## config.mk

```make
export PLATFORM = sky130hd
export DESIGN_NAME = alu_cmd_sequencer
export DESIGN_NICKNAME = d
export VERILOG_FILES = /design/src/rtl/alu_cmd_sequencer.sv
export SDC_FILE = /design/constraint.sdc
export NUM_CORES = 1
export LEC_CHECK = 0
export BUFFER_PORTS_ARGS = -buffer_cell sky130_fd_sc_hd__clkbuf_2
export CAP_MARGIN = 20
export CORE_MARGIN = 2
export CORE_UTILIZATION = 35
export DETAILED_ROUTE_END_ITERATION = 8
export GPL_TIMING_DRIVEN = 0
export PLACE_DENSITY_LB_ADDON = 0.1
export SLEW_MARGIN = 30
export SYNTH_ARGS = -nofsm -noshare
export SYNTH_HDL_FRONTEND = slang
export SYNTH_SLANG_ARGS = --single-unit
```

## constraint.sdc

```tcl
create_clock -name clk -period 3.3 [get_ports clk]
set_input_delay 0.33 -clock clk [delete_from_list [all_inputs] [get_ports clk]]
set_output_delay 0.33 -clock clk [all_outputs]
set_load 0.01 [all_outputs]
```

## src/rtl/alu_cmd_sequencer.sv

```systemverilog
// Byte-serial command front-end for the combinational ALU: collects opcode/A/B,
// presents them to the ALU for one cycle, captures the result and hands it out.
module alu_cmd_sequencer #(
    parameter int WIDTH    = 8,
    parameter int OP_WIDTH = 3
) (
    input  logic                      clk,
    input  logic                      reset,
    input  logic                      cmd_valid,
    output logic                      cmd_ready,
    input  logic [WIDTH-1:0]          cmd_data,
    output logic signed [WIDTH-1:0]   alu_in1,
    output logic signed [WIDTH-1:0]   alu_in2,
    output logic [OP_WIDTH-1:0]       alu_op,
    output logic                      alu_nvalid_data,
    input  logic signed [2*WIDTH-1:0] alu_out,
    input  logic                      alu_zero,
    input  logic                      alu_error,
    output logic                      res_valid,
    input  logic                      res_ready,
    output logic [2*WIDTH-1:0]        res_data,
    output logic                      res_zero,
    output logic                      res_error
);

    typedef enum logic [2:0] {
        S_OP,
        S_A,
        S_B,
        S_EXEC,
        S_RES
    } state_t;

    state_t                    state_q, state_d;
    logic [OP_WIDTH-1:0]       op_q, op_d;
    logic signed [WIDTH-1:0]   in1_q, in1_d;
    logic signed [WIDTH-1:0]   in2_q, in2_d;
    logic                      nvalid_q, nvalid_d;
    logic [2*WIDTH-1:0]        resData_q, resData_d;
    logic                      resZero_q, resZero_d;
    logic                      resError_q, resError_d;
    logic                      cmdAccept;
    logic                      cmdReadyState;

    always_ff @(posedge clk or posedge reset) begin
        if (reset) begin
            state_q    <= S_OP;
            op_q       <= '0;
            in1_q      <= '0;
            in2_q      <= '0;
            nvalid_q   <= 1'b1;
            resData_q  <= '0;
            resZero_q  <= 1'b0;
            resError_q <= 1'b0;
        end else begin
            state_q    <= state_d;
            op_q       <= op_d;
            in1_q      <= in1_d;
            in2_q      <= in2_d;
            nvalid_q   <= nvalid_d;
            resData_q  <= resData_d;
            resZero_q  <= resZero_d;
            resError_q <= resError_d;
        end
    end

    assign cmdReadyState = (state_q == S_OP) || (state_q == S_A) || (state_q == S_B);
    assign cmdAccept     = cmd_valid && cmdReadyState;

    // nvalid_d is cleared on the B transfer so the registered flag is low exactly in S_EXEC
    always_comb begin
        state_d    = state_q;
        op_d       = op_q;
        in1_d      = in1_q;
        in2_d      = in2_q;
        nvalid_d   = 1'b1;
        resData_d  = resData_q;
        resZero_d  = resZero_q;
        resError_d = resError_q;
        unique case (state_q)
            S_OP: begin
                if (cmdAccept) begin
                    op_d    = cmd_data[OP_WIDTH-1:0];
                    state_d = S_A;
                end
            end
            S_A: begin
                if (cmdAccept) begin
                    in1_d   = cmd_data;
                    state_d = S_B;
                end
            end
            S_B: begin
                if (cmdAccept) begin
                    in2_d    = cmd_data;
                    nvalid_d = 1'b0;
                    state_d  = S_EXEC;
                end
            end
            S_EXEC: begin
                resData_d  = alu_out;
                resZero_d  = alu_zero;
                resError_d = alu_error;
                state_d    = S_RES;
            end
            S_RES: begin
                if (res_ready) begin
                    state_d = S_OP;
                end
            end
            default: state_d = S_OP;
        endcase
    end

    // Gate with reset so no byte can be taken while the block is held in reset
    assign cmd_ready       = cmdReadyState && !reset;
    assign res_valid       = (state_q == S_RES);
    assign alu_in1         = in1_q;
    assign alu_in2         = in2_q;
    assign alu_op          = op_q;
    assign alu_nvalid_data = nvalid_q;
    assign res_data        = resData_q;
    assign res_zero        = resZero_q;
    assign res_error       = resError_q;

endmodule

```

==> run_summary.xml <==
<?xml version="1.0" encoding="UTF-8"?>
<metrics>
  <group name="setup_path">
    <metric name="cp_max_fo" unit="">2</metric>
    <metric name="worst_ep_required_time" unit="ns">2.97</metric>
    <metric name="timing.critical_path.to_type" unit="">output port</metric>
    <metric name="worst_ep_arrival_time" unit="ns">1.35</metric>
    <metric name="crit_path_start_kind" unit="">primary input</metric>
    <metric name="reg2reg_setup_slack" unit="ns">1.77</metric>
    <metric name="type_of_the_worst_setup_path" unit="">in2out</metric>
  </group>
  <group name="global_routing">
    <metric name="grt_usage" unit="%">12.8</metric>
    <metric name="overflow" unit="">0</metric>
    <metric name="grt_start_max_net_pins" unit="">30</metric>
    <metric name="first_global_vias" unit="">1081</metric>
    <metric name="antenna_violations_before_repair" unit="">0</metric>
    <metric name="grt_pass1_wl" unit="mm">5.02</metric>
  </group>
  <group name="cells_and_area">
    <metric name="syn2layout_area_growth" unit="%">33.7</metric>
    <metric name="final_net_count" unit="">208</metric>
    <metric name="layout-drive-gt1-share" unit="%">69.3</metric>
    <metric name="ant_diodes" unit="">0</metric>
  </group>
  <group name="power">
    <metric name="p_total" unit="mW">2.19</metric>
    <metric name="pwr-share-seq" unit="%">40.7</metric>
    <metric name="power.ir.vdd_worst" unit="uV">326</metric>
    <metric name="pleak" unit="nW">1.12</metric>
    <metric name="switching_share" unit="%">31.2</metric>
    <metric name="power.switching" unit="uW">682</metric>
    <metric name="clkPwrFrac" unit="%">18.5</metric>
    <metric name="intPower" unit="mW">1.51</metric>
    <metric name="powerDensity" unit="nW/um^2">987</metric>
    <metric name="combinationalPowerShare" unit="%">40.7</metric>
  </group>
  <group name="floorplanning">
    <metric name="design.portCount" unit="">70</metric>
    <metric name="die_outline_area" unit="sq um">5300</metric>
    <metric name="floorplan.rows" unit="">25</metric>
    <metric name="die_y" unit="um">72.8</metric>
    <metric name="floorplan.initialDensity" unit="%">35.8</metric>
    <metric name="die_width" unit="um">72.8</metric>
    <metric name="floorplan.core_area" unit="sq um">4630</metric>
  </group>
  <group name="clock_network">
    <metric name="clock-sinks" unit="">41</metric>
    <metric name="cts_tree" unit="">yes</metric>
    <metric name="post_cts_resized" unit="">0</metric>
    <metric name="postCtsSetupRepairBufs" unit="">0</metric>
    <metric name="cts.path.max_buffers" unit="">2</metric>
    <metric name="clock-root-buffer" unit="">clkbuf_8</metric>
    <metric name="cts_max_level" unit="">2</metric>
    <metric name="cts.reportedPaths.clkPinSlew" unit="ns">0.07</metric>
    <metric name="insertion_delay" unit="ns">0.29</metric>
    <metric name="ctsHoldBuffers" unit="">1</metric>
    <metric name="cts_made_buffers" unit="">5</metric>
  </group>
  <group name="route">
    <metric name="postRouteAntennaNets" unit="">0</metric>
    <metric name="num_vias" unit="">1091</metric>
    <metric name="routed_wl" unit="mm">3.25</metric>
    <metric name="drcViolationCount" unit="">0</metric>
    <metric name="avgViaCountPerCell" unit="">4.68</metric>
    <metric name="first_pass_iters" unit="">4</metric>
    <metric name="detail_route.wl_per_cell" unit="um">13.9</metric>
    <metric name="dr.first_iter.drc_count" unit="">21</metric>
  </group>
  <group name="place">
    <metric name="port_buffers" unit="">69</metric>
    <metric name="dpl.hpwl" unit="mm">2.46</metric>
    <metric name="place_congestion" unit="">0.703</metric>
  </group>
  <group name="logic_synthesis">
    <metric name="compound_cell_area_share_of_the_yosys_netlist" unit="%">1.06</metric>
    <metric name="synth_cells" unit="">100</metric>
    <metric name="syn-num-nets" unit="">130</metric>
    <metric name="main_area_contributors_after_synthesis" unit="">dfrtp_1 60%, mux2_2 19%, mux2_4 8.2%</metric>
    <metric name="synth_sequential_area_ratio" unit="%">62.0</metric>
    <metric name="post_synth_xor_area_fraction" unit="%">0</metric>
    <metric name="synth.lib_cells_used.distinct" unit="">19</metric>
    <metric name="synthAdderAreaFrac" unit="%">0</metric>
    <metric name="combinational_family_with_the_most_area_after_synthesis" unit="">multiplexers</metric>
    <metric name="synthMostInstantiatedCell" unit="">dfrtp_1</metric>
    <metric name="most_instantiated_cells_after_synthesis" unit="">40 x dfrtp_1, 28 x mux2_2, 9 x mux2_4</metric>
    <metric name="yosys_warnings" unit="">0</metric>
    <metric name="share_of_synthesized_cell_area_in_and_or_nand_and_nor_gates" unit="%">6.11</metric>
    <metric name="asyncSetResetFlopFracSynth" unit="%">100</metric>
    <metric name="synth_edf_count" unit="">0</metric>
    <metric name="synth_area" unit="sq um">1660</metric>
    <metric name="synth_area_per_cell" unit="sq um">16.6</metric>
    <metric name="post_synth_mux_area_share" unit="%">27.2</metric>
    <metric name="area_share_of_the_largest_cell_type_after_synthesis" unit="%">60.4</metric>
    <metric name="ys_dominant_reg_cell" unit="">dfrtp_1</metric>
    <metric name="post-synth-top-area-cell" unit="">dfrtp_1</metric>
    <metric name="count_of_state_elements_after_synthesis" unit="">41</metric>
  </group>
  <group name="sta">
    <metric name="slew_viols_final" unit="">0</metric>
    <metric name="worstMarginPinSlew" unit="ns">0.324</metric>
    <metric name="finalSetupTns" unit="ns">0</metric>
    <metric name="timing.clock.skew" unit="ns">0.00532</metric>
    <metric name="fin_crit_sh" unit="%">50.8</metric>
    <metric name="max_clock_freq" unit="MHz">596</metric>
    <metric name="hold_viol_final" unit="">0</metric>
    <metric name="timing.final.setup_violations" unit="">0</metric>
    <metric name="grt_setup_unrepaired" unit="">no</metric>
    <metric name="fin_worst_hold_slack" unit="ns">0.273</metric>
    <metric name="relSlewSlack" unit="%">78.4</metric>
    <metric name="fin_crit" unit="ns">1.68</metric>
  </group>
  <group name="outcome">
    <metric name="run_status" unit="">finished, final reports clean</metric>
  </group>
  <group name="worst_hold_path">
    <metric name="hold_path_class" unit="">in2reg</metric>
  </group>
  <group name="run">
    <metric name="max_cap_viol_count" unit="">0</metric>
  </group>
</metrics>
area by class of cell:
type                    instances  area (sq um)
repair buffers                 71           375
clock buffers                   7          86.3
well taps                      54          67.6
multi-input cells              51           569
clock inverters                 1          30.0
flip-flops and latches         41          1030
inverters                       2          7.51
plain buffers                   6          53.8
fillers                       450          2410
flip-flops by register name (all words and copies together) (netlist names):
signal	cells
alu_in1	8
alu_op	3
alu_in2	8
state_q	3
res_zero	1
res_data	16
res_error	1
alu_nvalid_data	1
path summary, 6_finish.rpt:
| kind | start | to | cells past startpoint |
|---|---|---|---|
| max | reset | cmd_ready | 4 |
| min | alu_zero | res_zero | 2 |
| max reg2reg | state_q[2] | alu_in1[1] | 3 |
| min reg2reg | res_data[7] | res_data[7] | 1 |
| max in group asynchronous | reset | alu_nvalid_data | 4 |
| min in group asynchronous | reset | res_data[5] | 3 |
per-layer routing:
metal  global-route usage (%)  wire length, um  part of all wire [%]  vias up
li1                         -                -                     -      507
met1                     14.5             1320                    41      548
met2                     21.0             1680                    52       34
met3                     5.94              225                   6.9        2
met4                     4.94               17                  0.52        0
met5                        0                0                     0        -
critical path: stages:
cell           delay (ns)
dlygate4sd3_1        0.53
clkbuf_2             0.12
a211oi_1             0.20
clkbuf_2             0.17
cell usage in the layout, fill, tap and decap left out:
| cell | count |
|---|---|
| nor3b_1 | 1 |
| dfstp_2 | 1 |
| dfrtp_1 | 40 |
| clkbuf_8 | 6 |
| a21oi_1 | 2 |
| nand2_1 | 1 |
| dlygate4sd3_1 | 1 |
| buf_8 | 1 |
| buf_2 | 1 |
| buf_6 | 1 |
| nand3b_1 | 2 |
| mux2_2 | 28 |
| bufinv_16 | 1 |
| inv_2 | 1 |
| or4b_1 | 1 |
| nand2b_1 | 2 |
| nor4bb_1 | 2 |
| inv_1 | 1 |
| or3b_2 | 1 |
| mux2_4 | 9 |
| clkbuf_2 | 69 |
| buf_4 | 3 |
| a211oi_1 | 1 |
| clkbuf_1 | 1 |
| buf_12 | 1 |
| nor4b_4 | 1 |
power groups by stage:
stage | Clock [mW] | Combinational [mW] | Sequential, mW
finish | 0.406 | 0.891 | 0.892
global route | 0.448 | 0.960 | 0.927
detailed placement | 0 | 0.905 | 0.903
floorplan | 0 | 0.455 | 1.00
global placement | 0 | 0.883 | 0.887
CTS | 0.423 | 0.909 | 0.896
cells by family (layout without fill, tap and decap cells):
family | count (synthesis) | count (layout)
flip-flops | 41 | 41
buffers and inverters | 8 | 87
multiplexers | 37 | 37
AND/OR/NAND/NOR | 11 | 11
AO/OA/AOI/OAI | 3 | 3
through the flow:
step | setup slack [ns] | std cells | cell area (sq um) | util [%]
2_1_floorplan | 1.91 | 100 | 1660 | -
3_3_place_gp | 1.55 | 223 | 2070 | 44.7
3_5_place_dp | 1.78 | 224 | 2090 | 45.2
4_1_cts | 1.63 | 233 | 2220 | 47.9
5_1_grt | 1.61 | 233 | 2220 | 47.9
6_report | 1.62 | 233 | 2220 | 47.9
(Power assumes the default switching activity.)
